## config.mk

```make
export PLATFORM = sky130hd
export DESIGN_NAME = mem_bist_ctrl_flat
export DESIGN_NICKNAME = d
export VERILOG_FILES = /design/src/rtl/mem_bist_if.sv /design/src/rtl/mem_bist_ctrl.sv /design/src/flat_wrapper.sv
export SDC_FILE = /design/constraint.sdc
export NUM_CORES = 1
export LEC_CHECK = 0
export BUFFER_PORTS_ARGS = -buffer_cell sky130_fd_sc_hd__buf_2
export CORE_MARGIN = 4
export CORE_UTILIZATION = 50
export CTS_CLUSTER_SIZE = 20
export DETAILED_ROUTE_END_ITERATION = 8
export PLACE_DENSITY_LB_ADDON = 0.15
export RECOVER_POWER = 50
export SETUP_SLACK_MARGIN = 0.1
export SLEW_MARGIN = 10
export SYNTH_ARGS = -nofsm -noshare
export SYNTH_HDL_FRONTEND = slang
export SYNTH_SLANG_ARGS = --single-unit
```

## constraint.sdc

```tcl
create_clock -name clk -period 2.6 [get_ports clk]
set_input_delay 0.52 -clock clk [delete_from_list [all_inputs] [get_ports clk]]
set_output_delay 0.52 -clock clk [all_outputs]
set_load 0.005 [all_outputs]
```

## src/rtl/mem_bist_if.sv

```systemverilog
// Valid/ready bus between the BIST controller (master) and the single-port
// memory it exercises (slave). One access per cycle; read data and ready
// are returned by the memory in the cycle after a read is issued.
interface mem_bist_if #(
  parameter int WIDTH      = 8,
  parameter int ADDR_WIDTH = 4
);
  logic                  mem_valid;
  logic                  mem_wr_rd;
  logic [ADDR_WIDTH-1:0] mem_addr;
  logic [WIDTH-1:0]      mem_wdata;
  logic [WIDTH-1:0]      mem_rdata;
  logic                  mem_ready;

  modport master (
    output mem_valid, mem_wr_rd, mem_addr, mem_wdata,
    input  mem_rdata, mem_ready
  );

  modport slave (
    input  mem_valid, mem_wr_rd, mem_addr, mem_wdata,
    output mem_rdata, mem_ready
  );
endinterface

```

## src/rtl/mem_bist_ctrl.sv

```systemverilog
// Memory BIST controller: on start, writes a selectable pattern to every
// address, reads every address back, compares against the expected pattern
// one cycle after each read issue, and reports pass / error count / first
// failing address.
// Optional feature: define MEM_BIST_INVERT_EN to run a second
// write/read/check pass with the inverted pattern; errors accumulate.
module mem_bist_ctrl #(
  parameter int          WIDTH      = 8,
  parameter int          DEPTH      = 16,
  parameter int          ADDR_WIDTH = $clog2(DEPTH),
  parameter int unsigned SEED       = 8'hA5
) (
  input  logic                  clk,
  input  logic                  res,
  input  logic                  start,
  input  logic [1:0]            pat_sel,
  mem_bist_if.master            mem,
  output logic                  busy,
  output logic                  done,
  output logic                  pass,
  output logic [ADDR_WIDTH+1:0] err_count,
  output logic [ADDR_WIDTH-1:0] fail_addr
);

  typedef enum logic [2:0] {IDLE, WRITE, READ, CHECK, DONE} state_t;

  localparam logic [ADDR_WIDTH-1:0] LAST = ADDR_WIDTH'(DEPTH - 1);

  state_t                state, state_nxt;
  logic [ADDR_WIDTH-1:0] cnt, cnt_nxt;
  logic [1:0]            pat_q;      // pattern captured at start
  logic                  inv_q;      // second (inverted) pass active
  logic                  cmp_q;      // a read was issued last cycle
  logic [WIDTH-1:0]      exp_q;      // expected data for that read
  logic [ADDR_WIDTH-1:0] addr_q;     // address of that read
  logic [WIDTH-1:0]      pat_cur;
  logic                  err_hit;

  // Pattern generator; the address is zero-extended or truncated to WIDTH.
  function automatic logic [WIDTH-1:0] pat_fn(input logic [1:0] sel,
                                              input logic [ADDR_WIDTH-1:0] a);
    logic [WIDTH-1:0] chk;
    logic [WIDTH-1:0] p;
    for (int i = 0; i < WIDTH; i++) chk[i] = (i % 2 == 0);
    if (a[0]) chk = ~chk;
    case (sel)
      2'd0:    p = WIDTH'(a);
      2'd1:    p = chk;
      2'd2:    p = '1;
      default: p = WIDTH'(SEED) ^ WIDTH'(a);
    endcase
    return p;
  endfunction

  assign pat_cur = inv_q ? ~pat_fn(pat_q, cnt) : pat_fn(pat_q, cnt);
  assign err_hit = cmp_q && (!mem.mem_ready || (mem.mem_rdata != exp_q));
  assign busy    = (state == WRITE) || (state == READ) || (state == CHECK);
  assign done    = (state == DONE);

  // State register, counter, read-compare pipeline and result registers.
  // NOTE: sequential state uses non-blocking assignments so every register
  // samples the pre-edge values regardless of statement order.
  always_ff @(posedge clk or posedge res) begin
    if (res) begin
      state     <= IDLE;
      cnt       <= '0;
      pat_q     <= '0;
      inv_q     <= 1'b0;
      cmp_q     <= 1'b0;
      exp_q     <= '0;
      addr_q    <= '0;
      pass      <= 1'b0;
      err_count <= '0;
      fail_addr <= '0;
    end else begin
      state  <= state_nxt;
      cnt    <= cnt_nxt;
      cmp_q  <= (state == READ);
      exp_q  <= (state == READ) ? pat_cur : '0;
      addr_q <= (state == READ) ? cnt : '0;

      if (state == IDLE && start) begin
        pat_q     <= pat_sel;
        inv_q     <= 1'b0;
        pass      <= 1'b0;
        err_count <= '0;
        fail_addr <= '0;
      end

`ifdef MEM_BIST_INVERT_EN
      if (state == CHECK && !inv_q) inv_q <= 1'b1;
`endif

      // Only the first mismatch records its address; the count saturates.
      if (err_hit) begin
        if (err_count != '1) err_count <= err_count + 1'b1;
        if (err_count == '0) fail_addr <= addr_q;
      end

      // The final compare happens in the same cycle, so fold it in here.
      if (state == CHECK && state_nxt == DONE)
        pass <= (err_count == '0) && !err_hit;
    end
  end

  // Next-state, counter and bus drive.
  // NOTE: every output of this block is defaulted first so no path can
  // leave one unassigned and infer a latch.
  always_comb begin
    state_nxt     = state;
    cnt_nxt       = cnt;
    mem.mem_valid = 1'b0;
    mem.mem_wr_rd = 1'b0;
    mem.mem_addr  = '0;
    mem.mem_wdata = '0;
    case (state)
      IDLE: begin
        if (start) begin
          state_nxt = WRITE;
          cnt_nxt   = '0;
        end
      end
      WRITE: begin
        mem.mem_valid = 1'b1;
        mem.mem_wr_rd = 1'b1;
        mem.mem_addr  = cnt;
        mem.mem_wdata = pat_cur;
        if (cnt == LAST) begin
          state_nxt = READ;
          cnt_nxt   = '0;
        end else begin
          cnt_nxt = cnt + 1'b1;
        end
      end
      READ: begin
        mem.mem_valid = 1'b1;
        mem.mem_addr  = cnt;
        if (cnt == LAST) begin
          state_nxt = CHECK;
          cnt_nxt   = '0;
        end else begin
          cnt_nxt = cnt + 1'b1;
        end
      end
      CHECK: begin
`ifdef MEM_BIST_INVERT_EN
        state_nxt = inv_q ? DONE : WRITE;
`else
        state_nxt = DONE;
`endif
        cnt_nxt = '0;
      end
      DONE:    state_nxt = IDLE;
      default: state_nxt = IDLE;
    endcase
  end

endmodule

```

## src/flat_wrapper.sv

```systemverilog
// flat-port wrapper written by rule: the top's interface ports become plain ports
module mem_bist_ctrl_flat 
#(
  parameter int          WIDTH      = 8,
  parameter int          DEPTH      = 16,
  parameter int          ADDR_WIDTH = $clog2(DEPTH),
  parameter int unsigned SEED       = 8'hA5
)
  (clk, res, start, pat_sel, busy, done, pass, err_count, fail_addr, mem_mem_valid, mem_mem_wr_rd, mem_mem_addr, mem_mem_wdata, mem_mem_rdata, mem_mem_ready);
  mem_bist_if #(.WIDTH(WIDTH), .ADDR_WIDTH(ADDR_WIDTH)) mem_i ();
  input  logic clk;
  input  logic res;
  input  logic start;
  input  logic [1:0] pat_sel;
  output logic busy;
  output logic done;
  output logic pass;
  output logic [ADDR_WIDTH+1:0] err_count;
  output logic [ADDR_WIDTH-1:0] fail_addr;
  output wire logic [$bits(mem_i.mem_valid)-1:0] mem_mem_valid;
  output wire logic [$bits(mem_i.mem_wr_rd)-1:0] mem_mem_wr_rd;
  output wire logic [$bits(mem_i.mem_addr)-1:0] mem_mem_addr;
  output wire logic [$bits(mem_i.mem_wdata)-1:0] mem_mem_wdata;
  input wire logic [$bits(mem_i.mem_rdata)-1:0] mem_mem_rdata;
  input wire logic [$bits(mem_i.mem_ready)-1:0] mem_mem_ready;
  assign mem_mem_valid = mem_i.mem_valid;
  assign mem_mem_wr_rd = mem_i.mem_wr_rd;
  assign mem_mem_addr = mem_i.mem_addr;
  assign mem_mem_wdata = mem_i.mem_wdata;
  assign mem_i.mem_rdata = mem_mem_rdata;
  assign mem_i.mem_ready = mem_mem_ready;
  mem_bist_ctrl #(.WIDTH(WIDTH), .DEPTH(DEPTH), .ADDR_WIDTH(ADDR_WIDTH), .SEED(SEED)) u_core (.clk(clk), .res(res), .start(start), .pat_sel(pat_sel), .mem(mem_i), .busy(busy), .done(done), .pass(pass), .err_count(err_count), .fail_addr(fail_addr));
endmodule
```

# [Word level (Yosys, flattened, before mapping)]
# Cells that the tools add are included.
# Widths: inputs -> output; s select.
[classes] eq_ne=11 bitwise_logic=1 n_mux=23 add_sub_neg=2 n_reduce_logical=16
[ops] operator="$mux 4" n=7
[ops] operator="$mux 8" n=3
[ops] operator="$pmux 8 s3" n=1
[ops] operator="$mux 6" n=3
[ops] operator="$pmux 3 s4" n=1
[ops] operator="$pmux 4 s3" n=1
[ops] operator="$mux 3" n=3
[ops] operator="$ne 8x8->1" n=1
[ops] operator="$add 6x1->6 const B" n=1
[ops] operator="$eq 3x2->1 const B" n=2
[ops] operator="$eq 3x3->1 const B" n=2
[ops] operator="$logic_not 6->1" n=1
[ops] operator="$ne 6x6->1 const B" n=1
[ops] operator="$add 4x1->4 const B" n=1
[ops] operator="$eq 4x4->1 const B" n=1
[ops] operator="$logic_and 1x1->1" n=4
[ops] operator="$mux 1" n=4
[ops] operator="$not 2->4" n=1
[ops] operator="$eq 3x1->1 const B" n=1
[ops] operator="$logic_not 3->1" n=1
[ops] operator="$logic_or 1x1->1" n=3
[ops] operator="$reduce_bool 3->1" n=1
[ops] operator="$eq 2x1->1 const B" n=1
[ops] operator="$eq 2x2->1 const B" n=1
[ops] operator="other kinds (6)" n=7
[word_totals] inputBits=14 reg_bits=33

# [Longest topological paths before layout]
[logic_depth] word_depth=6 ltp_mapped=9 depth_no_buf=7

# [Least setup slack after synthesis]
# No wires, ideal clock.
[synth_timing] kind="reg-to-output" start="reg u_core.pat_q[1]" end="out mem_mem_wdata[6]" required_time_ns=2.080 slack_ns=0.964 stages_incl_launch_ff=6 arrival_ns=1.116 path_cell_list="dfrtp_1 -> clkbuf_1 -> nor2_1 -> mux2i_1 -> nor2_1 -> buf_4"
[synth_via] elab_chain_cells=3
[synth_lines] item="from (decl)" line="mem_bist_ctrl.sv:31" rtl="logic [1:0] pat_q;"
[synth_lines] item="from (signal assigned)" line="mem_bist_ctrl.sv:83" rtl="pat_q <= pat_sel;"
[synth_lines] item="$eq 2x2->1, or another cell as far along" line="mem_bist_ctrl.sv:46" rtl="case (sel)"
[synth_lines] item="$pmux 8 s3 (*)" line="mem_bist_ctrl.sv:46"
[synth_lines] item="$mux 8 (*)" line="mem_bist_ctrl.sv:116" rtl="case (state)"
[synth_lines] item="to (decl)" line="flat_wrapper.sv:23" rtl="output wire logic [$bits(mem_i.mem_wdata)-1:0] mem_mem_wdata;"
# Mark *: on every way between the ends. The rest lies on a longest branch, timed or not.

# [Worst setup path after layout]
[layout_timing] start="reg u_core.state[1]" end="out mem_mem_addr[3]"
[layout_via] elab_chain_cells=3
[layout_lines] item="from (decl)" line="mem_bist_ctrl.sv:29" rtl="state_t state, state_nxt;"
[layout_lines] item="from (signal assigned)" line="mem_bist_ctrl.sv:76" rtl="state <= state_nxt;"
[layout_lines] item="$eq 3x2->1 or $eq 3x1->1 (tied branches)" line="mem_bist_ctrl.sv:116"
[layout_lines] item="$reduce_or 2->1 (no line) (*)"
[layout_lines] item="$mux 4 (*)" line="mem_bist_ctrl.sv:116"
[layout_lines] item="to (decl)" line="flat_wrapper.sv:22" rtl="output wire logic [$bits(mem_i.mem_addr)-1:0] mem_mem_addr;"
# Marked as above.

==> metrics <==
total power 1.61 mW; largest buffer count on any clock path 2; Placer Congestion 0.800; Setup Skew 9.30 ps; post-synth cell types 39; drt drc 0; Synth async-reset ratio 1.00; pwr dens 841 nW/µm²; met3 usage 0.0408; crit-path most repeated cell nor2b_1; met2 Track Usage GR 0.275; RSZ-0062 raised after global routing false; ANT nets after route 0; WHS Path Cells 2; Total GRT Usage 0.167; Initial Utilization 0.537; Comb pwr share 0.412; #FFs+latches synth 31; fin util 0.608; die width 66.2 µm; # IOs 41; CP arrival 1770 ps; gr busiest metal met2; Area Overhead vs Synth 13.1%; commonest non-fill, non-tap cell in the layout buf_2; post-synth design cell area 1690 µm²; Worst Path Max Fanout 10; drt pass-1 iters 4; clock power share 0.159; slew of the pin with the lowest slew margin 1560 ps; Crit Reg-Reg Startpoint u_core.state[0]; Mean Syn Cell Area 9.41 µm²; routed len/inst 12.4 µm; Post-Syn Instances 180; CP endpoint kind output port; Synth top area share 0.458; number of antenna violations at the first check in global routing 0; sequential share of power 0.429; switch share 0.396; FP Rows 20; final period utilization 0.881; Vias 1361; cts bufs inserted 5; crit path max-delay cell type dfrtp_1; Pins Over Slew Limit 32; EDFF count, synth 0; via/cell ratio 5.21; GR met1 Demand/Resource 0.205; R2R depth 4; largest net degree at the start of global routing 32; P_sw 0.639 mW; final setup vio count 0; # Post-CTS Setup Buffers 0; sequential area share after synthesis 0.458; first-pass GRT wire length 5580 µm; vias in the first global route 1287; Tmin final 2290 ps; Setup crit start kind flop; global route overflow 0; PostCTS Resize Cnt 0; die area 4380 µm²; status finished, violations left; post-layout net count 233; Synth area leaders dfrtp_1 (46%), nor2_1 (4.9%), mux2i_1 (3.5%); DRT iter0 DRCs 48; Worst R2R End u_core.err_count[2]; root buf cell clkbuf_4; R2R Setup Slk 830 ps; area of the core 3150 µm²; P_int 0.973 mW; Hold Crit Start pat_sel[1]; WL final 3230 µm; clock latency on the worst-skew pair 320 ps; clock transition at the registers of the reported paths 90 ps; leakage power 0.968 nW; worst path cell trace nor2b_1, nand2b_2, inv_2, nor2_4, nor2b_1, buf_2; hold_buf cts 0; hold path endpoint u_core.pat_q[1]; height of the chip 66.2 µm; clock sink total 31; CTS tree yes; Setup CP Type flop to output port; CTS HTree Levels 2; Synth Flop Type dfrtp_1; Port-buffer cells 40; peak supply drop 0.600 mV; max-cap viol count 1; Max Freq 0.437 GHz; leading area contributor after synthesis dfrtp_1; critical path's largest stage delay 530 ps; failing checks capacitance limit, slew limit; Slew HR -0.0433; commonest cells after routing, fill and taps aside buf_2 (40), dfrtp_1 (31), nor2_1 (22); HP Class input pin to flop; placed instance area 1870 µm²; Hold Fails Final Rpt 0; setup TNS 0 ps; Final HPWL DP 2460 µm; share of layout cells above drive strength 1 0.272; Antenna Cells 0; YS warnings 0; filler cell count 297; required time worst endpoint 2080 ps; syn nets 197; final instance area 1920 µm²
flip-flops by register name, summed over array words and instances (netlist names):
signal and flops:
u_core.exp_q 6, u_core.fail_addr 4, u_core.cmp_q 1, u_core.cnt 4
u_core.state 3, u_core.err_count 6, u_core.pat_q 2, u_core.pass 1
u_core.addr_q 4
metal layers:
metal  routed length (µm)  vias up
li1                     -      677
met1                 1410      644
met2                 1600       35
met3                  163        5
met4                   57        0
met5                    0        -
final cells by class:
type / count / area [µm²] / area share
clock buffer: 5 / 37.5 / 0.0196
clock inverter: 3 / 15.0 / 0.00784
inverter: 14 / 52.6 / 0.0274
multi-input combinational: 123 / 776 / 0.405
sequential: 31 / 776 / 0.405
tap: 44 / 55.1 / 0.0287
timing repair buffer: 41 / 204 / 0.106
logic make-up after synthesis:
family,after synthesis,share of synthesized area
AO/OA/AOI/OAI,29,0.112
adder cells (fa/ha/maj),3,0.0222
AND/OR/NAND/NOR,74,0.230
XOR/XNOR,7,0.0362
multiplexers,10,0.0620
buffers and inverters,26,0.0798
flip-flops,31,0.458
worst max-delay path: cells and delay by family, from the launching register on:
family / cells / cell delay, ps
buf+inv: 2 / 270
simple gates: 4 / 650
flops: 1 / 530
power by group through the flow:
stage | Combinational [mW] | Clock [mW] | Sequential, mW
after floorplan | 0.553 | 0 | 0.597
after global placement | 0.657 | 0 | 0.694
after detailed placement | 0.675 | 0 | 0.698
after CTS | 0.678 | 0.271 | 0.688
after global routing | 0.747 | 0.293 | 0.712
final | 0.664 | 0.257 | 0.691
cell usage after synthesis, types with 3 or more instances:
library cell and count:
dfrtp_1 31, nor2_1 22, nand2_1 14, inv_1 13
nor3_1 8, o21ai_0 8, mux2i_1 6, nand3_1 6
a21oi_1 5, nor2b_1 5, xnor2_1 5, and2_1 4
mux2_2 4, a211o_1 3, buf_2 3, buf_4 3
buf_6 3, clkbuf_1 3, ha_1 3, nor3b_1 3
o211ai_1 3, o31ai_1 3
how the worst max path moves through the flow:
stage                                endpoint  cells after the start  slack [ps]        startpoint
after floorplan              mem_mem_wdata[6]                      5         960   u_core.pat_q[1]
after global placement    u_core.err_count[0]                      6         650  mem_mem_rdata[5]
after detailed placement  u_core.err_count[0]                      6         630  mem_mem_rdata[5]
after CTS                     mem_mem_addr[3]                      6         320   u_core.state[2]
after global routing          mem_mem_addr[3]                      6          90   u_core.state[1]
final                         mem_mem_addr[3]                      6         310   u_core.state[1]
stage by stage:
stage                     setup slack, ps  hold WS [ps]  instances
after floorplan                       964           478        180
after global placement                650           488        253
after detailed placement              630           493        253
after CTS                             317           247        261
after global routing                 87.9           411        261
final                                 311           429        261
(Power assumes the default switching activity.)
